==> src/rtl/serial_io_init_sequencer.sv <==
// serial_io_init_sequencer: writes a fixed 7-register 16550 init sequence into each selected UART port
module serial_io_init_sequencer #(
    parameter int          NUM_PORTS     = 5,
    parameter logic [15:0] BASE_ADDR     = 16'h0200,
    parameter logic [15:0] PORT_STRIDE   = 16'h0010,
    parameter logic [15:0] DIVISOR       = 16'd27,
    parameter logic [7:0]  LCR_VALUE     = 8'h03,
    parameter int          STROBE_CYCLES = 2
) (
    input  logic                 Clock,
    input  logic                 Reset_H,
    input  logic                 Start_H,
    input  logic [NUM_PORTS-1:0] PortMask,
    input  logic                 BusGnt_H,
    output logic                 BusReq_H,
    output logic [15:0]          Address,
    output logic                 IOSelect_H,
    output logic                 ByteSelect_L,
    output logic                 WE_L,
    output logic [7:0]           DataOut,
    output logic                 Busy_H,
    output logic                 Done_H
);
    localparam int PW = $clog2(NUM_PORTS + 1);
    typedef enum logic [2:0] {IDLE, LOAD, REQ, SETUP, STROBE, HOLD, NEXT, DONE} state_t;
    state_t               state_q, state_d;
    logic [NUM_PORTS-1:0] mask_q, mask_d, rem;
    logic [PW-1:0]        port_q, port_d, low;
    logic [2:0]           step_q, step_d;
    logic [3:0]           cnt_q, cnt_d;
    logic [3:0]           offset;
    logic [7:0]           data;
    logic                 any, on_bus;
    always_ff @(posedge Clock) begin
        if (Reset_H) begin
            state_q <= IDLE;
            mask_q  <= '0;
            port_q  <= '0;
            step_q  <= '0;
            cnt_q   <= '0;
        end else begin
            state_q <= state_d;
            mask_q  <= mask_d;
            port_q  <= port_d;
            step_q  <= step_d;
            cnt_q   <= cnt_d;
        end
    end
    // remaining ports: the whole latched mask in LOAD, minus the finished port afterwards
    always_comb begin
        rem = (state_q == LOAD) ? mask_q : mask_q & ~(NUM_PORTS'(1) << port_q);
        any = |rem;
        low = '0;
        for (int i = NUM_PORTS - 1; i >= 0; i--)
            if (rem[i]) low = PW'(i);
    end
    always_comb begin
        case (step_q)
            3'd0:    {offset, data} = {4'h6, 8'h80};
            3'd1:    {offset, data} = {4'h0, DIVISOR[7:0]};
            3'd2:    {offset, data} = {4'h2, DIVISOR[15:8]};
            3'd3:    {offset, data} = {4'h6, LCR_VALUE};
            3'd4:    {offset, data} = {4'h4, 8'h06};
            3'd5:    {offset, data} = {4'h4, 8'h00};
            default: {offset, data} = {4'h2, 8'h00};
        endcase
    end
    always_comb begin
        state_d = state_q;
        mask_d  = mask_q;
        port_d  = port_q;
        step_d  = step_q;
        cnt_d   = cnt_q;
        case (state_q)
            IDLE: if (Start_H) begin
                state_d = LOAD;
                mask_d  = PortMask;
            end
            LOAD: begin
                port_d  = low;
                step_d  = '0;
                state_d = any ? REQ : DONE;
            end
            REQ: if (BusGnt_H) state_d = SETUP;
            SETUP: begin
                cnt_d   = '0;
                state_d = BusGnt_H ? STROBE : REQ;
            end
            STROBE: begin
                if (!BusGnt_H) state_d = REQ;
                else if (cnt_q == 4'(STROBE_CYCLES - 1)) state_d = HOLD;
                else cnt_d = cnt_q + 4'd1;
            end
            HOLD: state_d = BusGnt_H ? NEXT : REQ;
            NEXT: begin
                if (step_q != 3'd6) begin
                    step_d  = step_q + 3'd1;
                    state_d = REQ;
                end else begin
                    mask_d  = rem;
                    port_d  = low;
                    step_d  = '0;
                    state_d = any ? REQ : DONE;
                end
            end
            default: state_d = IDLE;
        endcase
    end
    assign on_bus       = (state_q == SETUP) || (state_q == STROBE) || (state_q == HOLD);
    assign BusReq_H     = on_bus || (state_q == REQ);
    assign IOSelect_H   = on_bus;
    assign ByteSelect_L = !on_bus;
    assign WE_L         = state_q != STROBE;
    assign Address      = on_bus ? BASE_ADDR + 16'(port_q) * PORT_STRIDE + {12'h000, offset} : 16'h0000;
    assign DataOut      = on_bus ? data : 8'h00;
    assign Busy_H       = state_q != IDLE;
    assign Done_H       = state_q == DONE;
endmodule

==> config.mk <==
export PLATFORM = sky130hd
export DESIGN_NAME = serial_io_init_sequencer
export DESIGN_NICKNAME = d
export VERILOG_FILES = /design/src/rtl/serial_io_init_sequencer.sv
export SDC_FILE = /design/constraint.sdc
export NUM_CORES = 1
export LEC_CHECK = 0
export ABC_CLOCK_PERIOD_IN_PS = 2100
export CELL_PAD_IN_SITES_DETAIL_PLACEMENT = 2
export CELL_PAD_IN_SITES_GLOBAL_PLACEMENT = 2
export CORE_MARGIN = 2
export CORE_UTILIZATION = 26
export CTS_CLUSTER_SIZE = 8
export DETAILED_ROUTE_END_ITERATION = 12
export GPL_ROUTABILITY_DRIVEN = 0
export PLACE_DENSITY_LB_ADDON = 0.12
export RECOVER_POWER = 25
export SETUP_SLACK_MARGIN = 0.15
export SYNTH_ARGS = -nofsm -noshare
export SYNTH_HDL_FRONTEND = slang
export SYNTH_SLANG_ARGS = --single-unit
==> constraint.sdc <==
create_clock -name Clock -period 2.1 [get_ports Clock]
set_clock_uncertainty 0.05 [all_clocks]
set_input_delay 0.315 -clock Clock [delete_from_list [all_inputs] [get_ports Clock]]
set_output_delay 0.315 -clock Clock [all_outputs]
set_load 0.05 [all_outputs]
Word level (Yosys, flattened, before mapping)
Index checks and enable logic that the tools add are counted.

word-level totals
  register bits after elaboration = 18
  input bits = 9
  output and inout port bits = 30
  word-level logic and storage cells = 78

operators by class
  $add $sub $neg = 4
  equal/unequal tests = 20
  shift-type cells = 1
  muxes and demuxes = 29
  bitwise operators = 2
  reduce and logical (&&, ||, !) cells = 17

operators by type and width
  cell                                                                   count
  3-bit two-way mux                                                      15
  8-bit one-hot mux with 4 select lines                                  1
  3-bit one-hot mux with 7 select lines                                  1
  3-bit equality test, second input constant                             6
  5-bit two-way mux                                                      3
  11-bit by 4-bit adder with 12-bit output                               1
  12-bit two-way mux                                                     1
  3-bit one-hot mux with 2 select lines                                  2
  10-bit by 7-bit adder with 11-bit output, first input constant         1
  2-bit != test, second input constant                                   5
  5-bit one-hot mux with 2 select lines                                  1
  3-bit by 2-bit equality test with 1-bit output, second input constant  3
  3-bit != test, second input constant                                   3
  3-bit one-hot mux with 3 select lines                                  1
  3-bit AND reduction                                                    3
  4-bit two-way mux                                                      2
  8-bit two-way mux                                                      1
  4-bit one-hot mux with 2 select lines                                  1
  3-bit by 1-bit equality test with 1-bit output, second input constant  2
  3-bit zero test                                                        2
  2-bit nonzero test                                                     3
  5-bit AND                                                              1
  5-bit NOT                                                              1
  5-bit OR reduction                                                     1
  9 further kinds                                                        12

Depth between registers and ports, before layout
  word-level depth = 11
  gate-level depth with buffers = 6
  depth with buffers taken out = 6

Worst setup path after synthesis
Ideal clock, no wire load.

  kind = register to output
  from = register state_q[1]
  to = output port DataOut[4]
  arrival time = 2.937 ns
  required time = 1.735 ns
  path slack = -1.202 ns
  stages on the path, launching flop included = 7
  buffers on the path = 2
  cell sequence = dfxtp_1 and3b_1 or2_2 buf_2 inv_1 nor3_1 buf_4

between the ends
  cells in the longest elaborated chain, start to end = 4
  elaborated cells between the ends (all ways) = 6
  classes of those cells = eq/ne: 3; mux: 1; reduce/logical: 2

ends and longest elaborated chain
  item                                                                                   line  source
  start, declared                                                                        26    state_t state_q, state_d;
  start signal, assigned                                                                 42    state_q <= state_d;
  3-bit by 2-bit equality test with 1-bit output or 3-bit equality test (tied branches)  109   assign on_bus = (state_q == SETUP) || (state_q == STROBE) || (state_q == HOLD);
  1-bit logical OR                                                                       109
  1-bit logical OR *                                                                     109
  via IOSelect_H                                                                         17    output logic IOSelect_H,
  8-bit two-way mux *                                                                    115   assign DataOut = on_bus ? data : 8'h00;
  end, declared                                                                          20    output logic [7:0] DataOut,

The timed path passes the listed nets; every way through them passes the cells marked *.

Worst setup path after layout
  from = register state_q[2]
  to = output port Address[5]

between the ends
  cells in the longest elaborated chain, start to end = 4
  elaborated cells between the ends (all ways) = 6
  classes of those cells = eq/ne: 3; mux: 1; reduce/logical: 2

ends and longest elaborated chain
  item                                                                                   line  source
  3-bit by 2-bit equality test with 1-bit output or 3-bit equality test (tied branches)  109
  1-bit logical OR                                                                       109
  1-bit logical OR *                                                                     109
  12-bit two-way mux *                                                                   114   assign Address = on_bus ? BASE_ADDR + 16'(port_q) * PORT_STRIDE + {12'h000, offset} : 16'h0000;
  end, declared                                                                          16    output logic [15:0] Address,

Mark *: on every way between the ends. The rest lies on a longest branch, timed or not.

==> impl_metrics.csv <==
group,metric,value,unit
setup_path,crit_fanout,7,
floorplanning,die_area,0.00583,sq mm
setup_path,reg2reg_slack,0.16,ns
grt,groute.layer.met2.usage,0.307,
detailed_routing,avgViaCountPerCell,5.06,
yosys,yosysMostFrequentCell,"dfxtp_1",
finish,diodes,0,
grt,grtUsageMet1,0.210,
timing,clock.fmax,0.507,GHz
pwr,peakVddDrop,0.000374,V
grt,grt_pass1_vias,1566,
outcome,status,"finished, final reports clean",
detailed_routing,drc_errors,0,
setup_path,crit_path_end,"Address[5]",
yosys,synth_top_area_share,0.265,
setup_path,worstPathRequired,1.74,ns
yosys,synthFlopType,"dfxtp_1",
timing,max_slew_margin,0.593,
setup_path,endpoint_kind,"output pin",
detailed_routing,drtIter0Drc,26,
yosys,yosys_warnings,0,
finish,syn2layout_area_growth,50.7,%
floorplanning,initial_utilization,0.268,
yosys,ys_types,46,
yosys,synth_area_leaders,"dfxtp_1 (26%), buf_4 (7.7%), a21oi_1 (6.3%)",
setup_path,startpoint,"state_q[2]",
setup_path,r2r_cells,6,
grt,antenna_found_initial,0,
grt,gr-total-overflow,0,
clock_network,cts_hold_buf,0,
pwr,p_per_area,1140,mW/mm^2
yosys,synth_top_area_cell,"dfxtp_1",
timing,fin_crit_sh,0.939,
timing,finalWorstSetupSlack,0.129,ns
timing,finalSetupTns,0,ns
placed_design,dpl-instance-area,0.00180,sq mm
setup_path,startpoint_type,"register",
grt,grt_pass1_wl,8160,um
run,cap_violations,0,
hold_path,hold_class,"reg2reg",
yosys,synth_seq_cells,18,
yosys,avgSynthCellArea,7.61,sq um
pwr,sw_frac_of_total,0.482,
setup_path,rr_startpoint,"state_q[2]",
pwr,intPower,1220,uW
finish,fin_cells,286,
clock_network,path_clk_slew,0.08,ns
grt,grt_max_degree,14,
pwr,power.share.clock,0.129,
pwr,p_seq_frac,0.209,
placed_design,dpl.hpwl,3560,um
floorplanning,ioPinCount,39,
placed_design,post-place-ws,0.111,ns
timing,rsz0062_at_grt,"yes",
clock_network,numCtsBuffers,3,
clock_network,clock_tree.buffer_depth,2,
clock_network,cts_tree,"built",
floorplanning,rows,26,
timing,tightest_slew,0.596,ns
setup_path,critical_path_class,"reg2out",
setup_path,worstReg2RegEnd,"port_q[2]",
placed_design,portBuffers,26,
setup_path,crit_arrival,1.61,ns
floorplanning,core-area,0.00507,sq mm
clock_network,h-tree-depth,1,
grt,use_met3,0.0320,
yosys,synth-edff-count,0,
yosys,netlist_top_cells_count,"dfxtp_1 (18), a21oi_1 (17), buf_4 (14), nor2_1 (13), nand2_1 (10)",
grt,gr-max-usage-layer,"met2",
detailed_routing,ant_nets,0,
yosys,async_flop_share,0,
clock_network,clock_sink_count,18,
grt,track_usage,0.171,
finish,drive_gt1_frac,0.324,
timing,min_period,1.97,ns
pwr,comb_power_share,0.662,
detailed_routing,drt_wl_total,4820,um
detailed_routing,route.vias.total,1446,
detailed_routing,wl_per_cell,16.8,um
floorplanning,die_w,76.4,um
yosys,seq_area_frac_synth,0.265,
yosys,synthesis.area,0.00136,sq mm
yosys,synth_cells,179,
finish,stdcell_area,0.00205,sq mm
floorplanning,die_h,76.4,um
pwr,power_leakage,0.000768,uW
detailed_routing,drt_pass1_iterations,4,
finish,fin_nets,229,
placed_design,dp_cells,267,
timing,setup_viol,0,
clock_network,clk_latency,0.26,ns
clock_network,clock-root-buffer,"clkbuf_8",
pwr,power.switching,1130,uW
timing,maxSlewViolCount,0,
timing,hold_viol,0,
timing repair:
item / CTS / global route
cloned: 0 / 1
setup buffers: 10 / 4
hold endpoints to repair: 0 / 0
resized for setup: 11 / 13
endpoints found under the setup margin: 15 / 22
pin swaps: 2 / 6
final cells by class:
type,count,area (sq um)
inverter,8,33.8
tap,70,87.6
fill,577,3020
timing repair buffer,47,542
clock buffer,4,55.1
multi-input combinational,139,957
sequential,18,377
stage by stage:
step	utilization	hold slack, ns	power (uW)
after detailed placement	0.355	0.438	1830
after CTS	0.386	0.450	2240
final	0.404	0.443	2350
after global placement	0.355	0.416	1780
after global routing	0.404	0.486	2490
after floorplan	-	0.400	1400
registers in the layout (all words and copies together), names as in the netlist:
signal and flops:
state_q 3, step_q 3, port_q 3, cnt_q 4, mask_q 5
critical path: stages (launching register included):
cell and delay, ns:
dfxtp_4 0.37, and3b_2 0.21, or2_4 0.24, buf_4 0.18
and2_1 0.19, buf_12 0.15
cell families after synthesis:
group / after synthesis / share of synthesized area
AND/OR/NAND/NOR: 72 / 0.307
AO/OA/AOI/OAI: 49 / 0.242
buffers and inverters: 33 / 0.135
flip-flops: 18 / 0.265
adder cells (fa/ha/maj): 3 / 0.0276
multiplexers: 2 / 0.0147
other: 1 / 0.00275
XOR/XNOR: 1 / 0.00643
how the worst min path moves through the flow:
| stage | to | startpoint | slack (ns) | cells after the start |
|---|---|---|---|---|
| after CTS | cnt_q[3] | cnt_q[3] | 0.45 | 2 |
| after floorplan | cnt_q[3] | cnt_q[3] | 0.40 | 2 |
| final | cnt_q[3] | cnt_q[3] | 0.44 | 2 |
| after detailed placement | cnt_q[3] | cnt_q[3] | 0.44 | 2 |
| after global placement | cnt_q[3] | cnt_q[3] | 0.42 | 2 |
| after global routing | mask_q[4] | mask_q[4] | 0.49 | 2 |
metal layers:
metal / vias to the layer above / routed length, um
met5: - / 0
met4: 0 / 25
met3: 4 / 182
met2: 33 / 2480
met1: 715 / 2130
li1: 694 / -
cell usage in the layout, fill, tap and decap left out, types with 2 or more instances in the layout:
cell type and n:
and3b_1 2, dfxtp_1 13, nor2_1 13, o31a_1 3, nor3_1 6, ha_1 2, conb_1 12, inv_1 7
nand2b_1 7, nand3_1 3, or3_1 6, o32ai_2 2, buf_12 14, a221oi_1 3, nand2_1 10, a31oi_1 3
a21oi_2 2, nand3b_1 4, dfxtp_4 4, or2_2 2, clkbuf_8 4, and2_1 3, mux2i_1 2, nor3_4 2
buf_4 21, clkdlybuf4s50_1 7, o21ai_0 9, clkbuf_1 2, a21oi_1 15
power by group through the flow:
stage | Combinational [uW] | Sequential, uW | Clock (uW)
floorplan | 948 | 448 | 0
global placement | 1250 | 529 | 0
detailed placement | 1290 | 539 | 0
CTS | 1450 | 484 | 307
global route | 1670 | 502 | 319
finish | 1560 | 491 | 302
No activity file was read; power rests on OpenSTA's default activity.
